### src/rtl/bridge_stream_arbiter.sv
// Round-robin packet arbiter feeding a single combine bridge.
// One grant is held per packet; an optional beat cap forces a last_o so the
// downstream combiner never sees an unbounded packet. No data storage: the
// granted requester's valid/data/last pass straight through.
module bridge_stream_arbiter #(
    parameter int N_REQ     = 4,
    parameter int DIN_W     = 8,
    parameter int DATA_W    = 8,
    parameter int MAX_BEATS = 16,
    parameter int ID_W      = $clog2(N_REQ)
) (
    input  logic                                     clk,
    input  logic                                     rst_n,
    input  logic [N_REQ-1:0]                         vld_i,
    input  logic [N_REQ-1:0][DIN_W-1:0][DATA_W-1:0]  din,
    input  logic [N_REQ-1:0]                         last_i,
    output logic [N_REQ-1:0]                         rdy_o,
    output logic                                     vld_o,
    output logic [DIN_W-1:0][DATA_W-1:0]             dout,
    output logic                                     last_o,
    input  logic                                     rdy_i,
    output logic [ID_W-1:0]                          src_id_o,
    output logic                                     trunc_o
);

    // Beat counter must hold 0..MAX_BEATS-1; keep at least one bit when the cap is off.
    localparam int CNT_W = (MAX_BEATS > 0) ? $clog2(MAX_BEATS + 1) : 1;
    localparam logic [CNT_W-1:0] CAP_VAL = CNT_W'((MAX_BEATS > 0) ? MAX_BEATS - 1 : 0);
    localparam int SUM_W = ID_W + 1;

    typedef enum logic {
        S_IDLE = 1'b0,
        S_BUSY = 1'b1
    } state_t;

    state_t                 r_state;
    logic [ID_W-1:0]        r_grant;
    logic [ID_W-1:0]        r_rr_ptr;
    logic [CNT_W-1:0]       r_beat_cnt;
    logic                   r_trunc;

    state_t                 w_state_next;
    logic [ID_W-1:0]        w_grant_next;
    logic [ID_W-1:0]        w_rr_next;
    logic [CNT_W-1:0]       w_cnt_next;
    logic                   w_trunc_next;

    logic                   w_busy;
    logic                   w_cap;
    logic                   w_any;
    logic [ID_W-1:0]        w_pick;
    logic [N_REQ-1:0][ID_W-1:0] w_cand;
    logic [N_REQ-1:0]       w_cand_vld;

    assign w_busy   = (r_state == S_BUSY);
    assign w_any    = |vld_i;
    assign src_id_o = r_grant;
    assign trunc_o  = r_trunc;

    // Candidate gi is the requester gi places after the round-robin pointer,
    // wrapped explicitly so non-power-of-two N_REQ works.
    for (genvar gi = 0; gi < N_REQ; gi++) begin : g_scan
        logic [SUM_W-1:0] w_sum;
        assign w_sum          = {1'b0, r_rr_ptr} + SUM_W'(gi);
        assign w_cand[gi]     = (w_sum >= SUM_W'(N_REQ)) ? ID_W'(w_sum - SUM_W'(N_REQ))
                                                         : w_sum[ID_W-1:0];
        assign w_cand_vld[gi] = vld_i[w_cand[gi]];
    end

    // Only the granted requester sees the bridge's ready, and only while busy.
    for (genvar gi = 0; gi < N_REQ; gi++) begin : g_rdy
        assign rdy_o[gi] = w_busy && (r_grant == ID_W'(gi)) && rdy_i;
    end

    // Pick the first valid candidate in round-robin order (lowest offset wins).
    always_comb begin
        w_pick = w_cand[0];
        for (int i = N_REQ - 1; i >= 0; i--) begin
            if (w_cand_vld[i]) begin
                w_pick = w_cand[i];
            end
        end
    end

    // Next-state logic and output mux for the IDLE/BUSY grant machine.
    always_comb begin
        w_state_next = r_state;
        w_grant_next = r_grant;
        w_rr_next    = r_rr_ptr;
        w_cnt_next   = r_beat_cnt;
        w_trunc_next = 1'b0;
        w_cap        = 1'b0;
        vld_o        = 1'b0;
        last_o       = 1'b0;
        dout         = din[r_grant];

        case (r_state)
            S_IDLE: begin
                if (w_any) begin
                    w_grant_next = w_pick;
                    w_cnt_next   = '0;
                    w_state_next = S_BUSY;
                end
            end
            S_BUSY: begin
                vld_o  = vld_i[r_grant];
                w_cap  = (MAX_BEATS != 0) && (r_beat_cnt == CAP_VAL);
                last_o = vld_o && (last_i[r_grant] || w_cap);
                if (vld_o && rdy_i) begin
                    if (last_o) begin
                        w_cnt_next   = '0;
                        w_rr_next    = (r_grant == ID_W'(N_REQ - 1)) ? '0
                                                                     : ID_W'(r_grant + 1'b1);
                        w_state_next = S_IDLE;
                        // A cut packet: the requester's remaining beats re-arbitrate later.
                        w_trunc_next = w_cap && !last_i[r_grant];
                    end else begin
                        w_cnt_next = r_beat_cnt + 1'b1;
                    end
                end
            end
            default: begin
                w_state_next = S_IDLE;
            end
        endcase
    end

    // State registers; reset aborts any grant in progress.
    always_ff @(posedge clk) begin
        if (!rst_n) begin
            r_state    <= S_IDLE;
            r_grant    <= '0;
            r_rr_ptr   <= '0;
            r_beat_cnt <= '0;
            r_trunc    <= 1'b0;
        end else begin
            r_state    <= w_state_next;
            r_grant    <= w_grant_next;
            r_rr_ptr   <= w_rr_next;
            r_beat_cnt <= w_cnt_next;
            r_trunc    <= w_trunc_next;
        end
    end

endmodule

### config.mk
export PLATFORM = sky130hd
export DESIGN_NAME = bridge_stream_arbiter
export DESIGN_NICKNAME = d
export VERILOG_FILES = /design/src/rtl/bridge_stream_arbiter.sv
export SDC_FILE = /design/constraint.sdc
export NUM_CORES = 1
export LEC_CHECK = 0
export CORE_AREA = 2 2 133 135
export CTS_CLUSTER_SIZE = 30
export DETAILED_ROUTE_END_ITERATION = 10
export DIE_AREA = 0 0 135 137
export GPL_ROUTABILITY_DRIVEN = 0
export PLACE_DENSITY = 0.49
export REMOVE_ABC_BUFFERS = 1
export SLEW_MARGIN = 20
export SYNTH_ARGS = -nofsm -noshare
export SYNTH_HDL_FRONTEND = slang
export SYNTH_SLANG_ARGS = --single-unit
### constraint.sdc
create_clock -name clk -period 2.7 [get_ports clk]
set_input_delay 0.54 -clock clk [delete_from_list [all_inputs] [get_ports clk]]
set_output_delay 0.54 -clock clk [all_outputs]
set_load 0.02 [all_outputs]
**Word-level counts from Yosys, hierarchy flattened**

Cells that the tools add are included.

- Reductions and logical operators: 19
- Bitwise operators: 1
- Eq/ne operators: 6
- Multiplexer cells: 33
- Magnitude comparators: 9
- Add/subtract/negate cells: 9

Operator list:

| cell | count |
|---|---|
| 64-bit binary-select mux with 2-bit select | 1 |
| 64-bit two-way mux | 1 |
| 2-bit two-way mux | 9 |
| 2-bit by 3-bit less-than comparator with 1-bit output, second input constant | 5 |
| 5-bit two-way mux | 3 |
| 1-bit binary-select mux with 2-bit select | 6 |
| 1-bit logical AND | 11 |
| 1-bit two-way mux | 11 |
| 5-bit case mux with 2 select lines | 1 |
| 3-bit >= comparator, second input constant | 3 |
| 2-bit by 1-bit subtractor with 2-bit output, second input constant | 4 |
| 2-bit by 2-bit adder with 3-bit output, second input constant | 2 |
| 5-bit by 1-bit adder with 5-bit output, second input constant | 1 |
| 5-bit by 4-bit equality test with 1-bit output, second input constant | 1 |
| 2-bit equality test, second input constant | 2 |
| 2-bit AND reduction | 2 |
| 4-bit AND reduction | 1 |
| 4-bit OR reduction | 1 |
| 2-bit by 1-bit adder with 3-bit output, second input constant | 1 |
| 2-bit by 3-bit >= comparator with 1-bit output, second input constant | 1 |
| 3-bit AND reduction | 1 |
| 2-bit by 1-bit adder with 2-bit output, second input constant | 1 |
| 2-bit by 1-bit equality test with 1-bit output, second input constant | 1 |
| 2-bit zero test | 1 |
| 6 further kinds | 6 |

- Logic and storage cells: 82
- Input port bits: 267
- Register bits after elaboration: 11
- Output and inout bits: 73

**Longest topological paths before layout**

- Depth after elaboration: 9
- Gate-level depth with buffers: 7
- Mapped depth without buffers: 6

**Worst setup path before layout**

No wires, ideal clock.

- Kind: reg-to-output
- Start point: register r_grant[0] (netlist: src_id_o[0])
- End point: output dout[29] (netlist name)
- Cell stages (with the launch flop): 5
- Slack: 0.337 ns
- Buffers on the path: 3
- Data required time: 2.160 ns
- Data arrival time: 1.823 ns
- Cell sequence: dfxtp_1 buf_6 buf_2 buf_2 mux4_2

RTL lines:

| element | RTL line | RTL |
|---|---|---|
| from (decl) | 37 | `logic [ID_W-1:0] r_grant;` |
| from (signal assigned) | 138 | `r_grant <= w_grant_next;` |
| to (decl) | 19 | `output logic [DIN_W-1:0][DATA_W-1:0] dout,` |

==> impl_metrics.json <==
{
  "synth-compound-area-share_pct": 5.909,
  "holdCritPathClass": "register to register",
  "drive_gt1_share_pct": 17.13,
  "ys_warn_count": 0,
  "io_buffers": 339,
  "core_area_um2": 17060,
  "yosys.area_share.simple_pct": 8.919,
  "critPathLaunch": "src_id_o[0]",
  "drc": 0,
  "dp_hpwl_mm": 13.06,
  "cts.sinks": 11,
  "crit_type": "register to output pin",
  "netlist.area_leader.share_pct": 66.22,
  "grt_pass1_vias": 3417,
  "crit_arrival_ns": 2.06,
  "io_pins": 340,
  "hold_viol_final": 0,
  "dr.pass1.iters": 4,
  "rows": 48,
  "peakVddDrop_v": 0.0002407,
  "antenna_found_initial": 2,
  "worst_pin_slew_ns": 0.6098,
  "setup_viol": 0,
  "finalCriticalPeriod_ns": 2.596,
  "cts_hold_buf": 0,
  "synth_area_leaders": "mux4_2 66%, dfxtp_1 9.8%, ha_1 3.3%",
  "clock_latency_ns": 0.24,
  "htree_levels": 1,
  "synth-seq-cells": 11,
  "grt_max_degree": 28,
  "powerDensity_nw_per_um2": 269.0,
  "synth.area.mux_share_pct": 67.11,
  "die-area_um2": 18500,
  "synthFlopType": "dfxtp_1",
  "root_buffer": "clkbuf_16",
  "die-height_um": 137,
  "wirelength_mm": 14.98,
  "holdWs_ns": 0.5053,
  "dr_total_vias": 3116,
  "synth-edff-count": 0,
  "drv_cap": 0,
  "synth_cell_types": 31,
  "finalPower_mw": 1.632,
  "ys_top_cells_by_count": "66 x mux4_2, 11 x dfxtp_1, 8 x inv_1",
  "critPathCaptureType": "output pin",
  "ys_seq_area_share_pct": 9.810,
  "final.period_utilization_pct": 96.16,
  "cts_made_buffers": 3,
  "regToRegStartpoint": "src_id_o[0]",
  "p_leak_nw": 2.086,
  "synth_top_family_by_area": "multiplexers",
  "syn-cell-area_um2": 2245,
  "grt_first_pass_wirelength_mm": 21.27,
  "drt_iter0_markers": 142,
  "finalSetupTns_ns": 0,
  "async_flop_share_pct": 0,
  "fin_skew_ns": 0.002490,
  "status": "finished clean",
  "fill_cells": 1694,
  "syn_inst": 164,
  "synth_largest_area_cell": "mux4_2",
  "timing.critical_path.from_type": "register",
  "finalMaxSlewViolations": 0,
  "overflow": 0,
  "min-delay-start": "r_beat_cnt[2]",
  "path_max_fanout": 26,
  "fin_nets": 776,
  "synth_fa_ha_area_share_pct": 3.344,
  "grtUsageTotal_pct": 15.16,
  "synth-xor-area-share_pct": 0,
  "post_cts_buffers": 0,
  "cts_buffer_depth": 2,
  "synth_most_common_cell": "mux4_2",
  "start_util_pct": 13.16,
  "fin_ws_ns": 0.1036,
  "max_freq_mhz": 385.2,
  "max_slew_margin_pct": 58.97,
  "tritoncts": "done",
  "wl_per_cell_um": 20.60,
  "synth.avg_cell_area_um2": 13.69,
  "path_clk_slew_ns": 0.04,
  "pre_cts_ws_ns": -0.1053,
  "drtAntennaViolNets": 0,
  "vias_per_cell": 4.286,
  "floorplan.die.width_um": 135,
  "rsz0062_at_grt": "no",
  "antenna_cells": 0,
  "required_ns": 2.16,
  "area_growth_pct": 170.3
}
[stage by stage]
stage	util, %	std cells	instance area [um2]
after CTS	35.55	727	6063
after floorplan	-	147	2165
after global placement	35.10	723	5987
after detailed placement	35.10	723	5987
after global routing	35.57	727	6067
final	35.57	727	6067
[final timing paths]
kind | cells after the start | slack (ns) | endpoint
max reg2reg | 6 | 0.67 | r_beat_cnt[0]
max | 3 | 0.10 | dout[32]
min reg2reg | 2 | 0.51 | r_beat_cnt[2]
min | 2 | 0.51 | r_beat_cnt[2]
[layout make-up]
class / instances / area (um2) / area share, %
repair buffers: 351 / 3535 / 58.26
clock buffers: 4 / 78.83 / 1.299
multi-input cells: 128 / 1914 / 31.55
well taps: 225 / 281.5 / 4.640
inverters: 8 / 30.03 / 0.4949
flip-flops and latches: 11 / 227.7 / 3.753
[sequential cells by signal, indices dropped and copies added (netlist names)]
name,flops
trunc_o,1
r_state,1
r_rr_ptr,2
src_id_o,2
r_beat_cnt,5
[cell families (layout without fill, tap and decap cells)]
group                    count (synthesis)  in the layout
AND/OR/NAND/NOR                         36             36
buffers and inverters                   25            363
AO/OA/AOI/OAI                           18             18
flip-flops                              11             11
multiplexers                            68             68
adder cells (fa/ha/maj)                  6              6
[routing by layer]
layer  vias to the layer above  global-route usage [%]  share of wire, %
met2                       177                   26.59                50
li1                       1397                       -                 -
met5                         -                       0              0.19
met3                        27                   4.815               9.5
met1                      1511                   17.95                38
met4                         4                   3.935               2.4
[timing repair]
action / CTS / global route
setup endpoints to repair: 2 / 4
gates resized for setup: 2 / 1
gates cloned: 0 / 0
[critical path, stage by stage, from the launching register on]
cell             delay [ns]
dfxtp_4                0.41
buf_12                 0.24
mux4_2                 0.54
clkdlybuf4s50_1        0.60
[placed cells by master (no fill, tap or decap), types with 3 or more instances in the layout]
master           count
buf_4                7
dfxtp_1              9
mux4_2              66
nor2_1               6
ha_1                 6
o21ai_0              5
nor2b_1              7
and3_1               6
inv_1                8
and2_1               3
nor3_1               3
buf_12               4
nand2_1              5
clkbuf_16            3
clkdlybuf4s50_1    337
[where the power goes]
| part | switching, mW | leakage [nW] | total (mW) | internal [mW] |
|---|---|---|---|---|
| logic | 0.419 | 1.96 | 1.17 | 0.748 |
| clock network | 0.0763 | 0.0382 | 0.275 | 0.199 |
| registers | 0.0219 | 0.0908 | 0.190 | 0.168 |
Note: power is estimated with default switching activity, not from simulation.
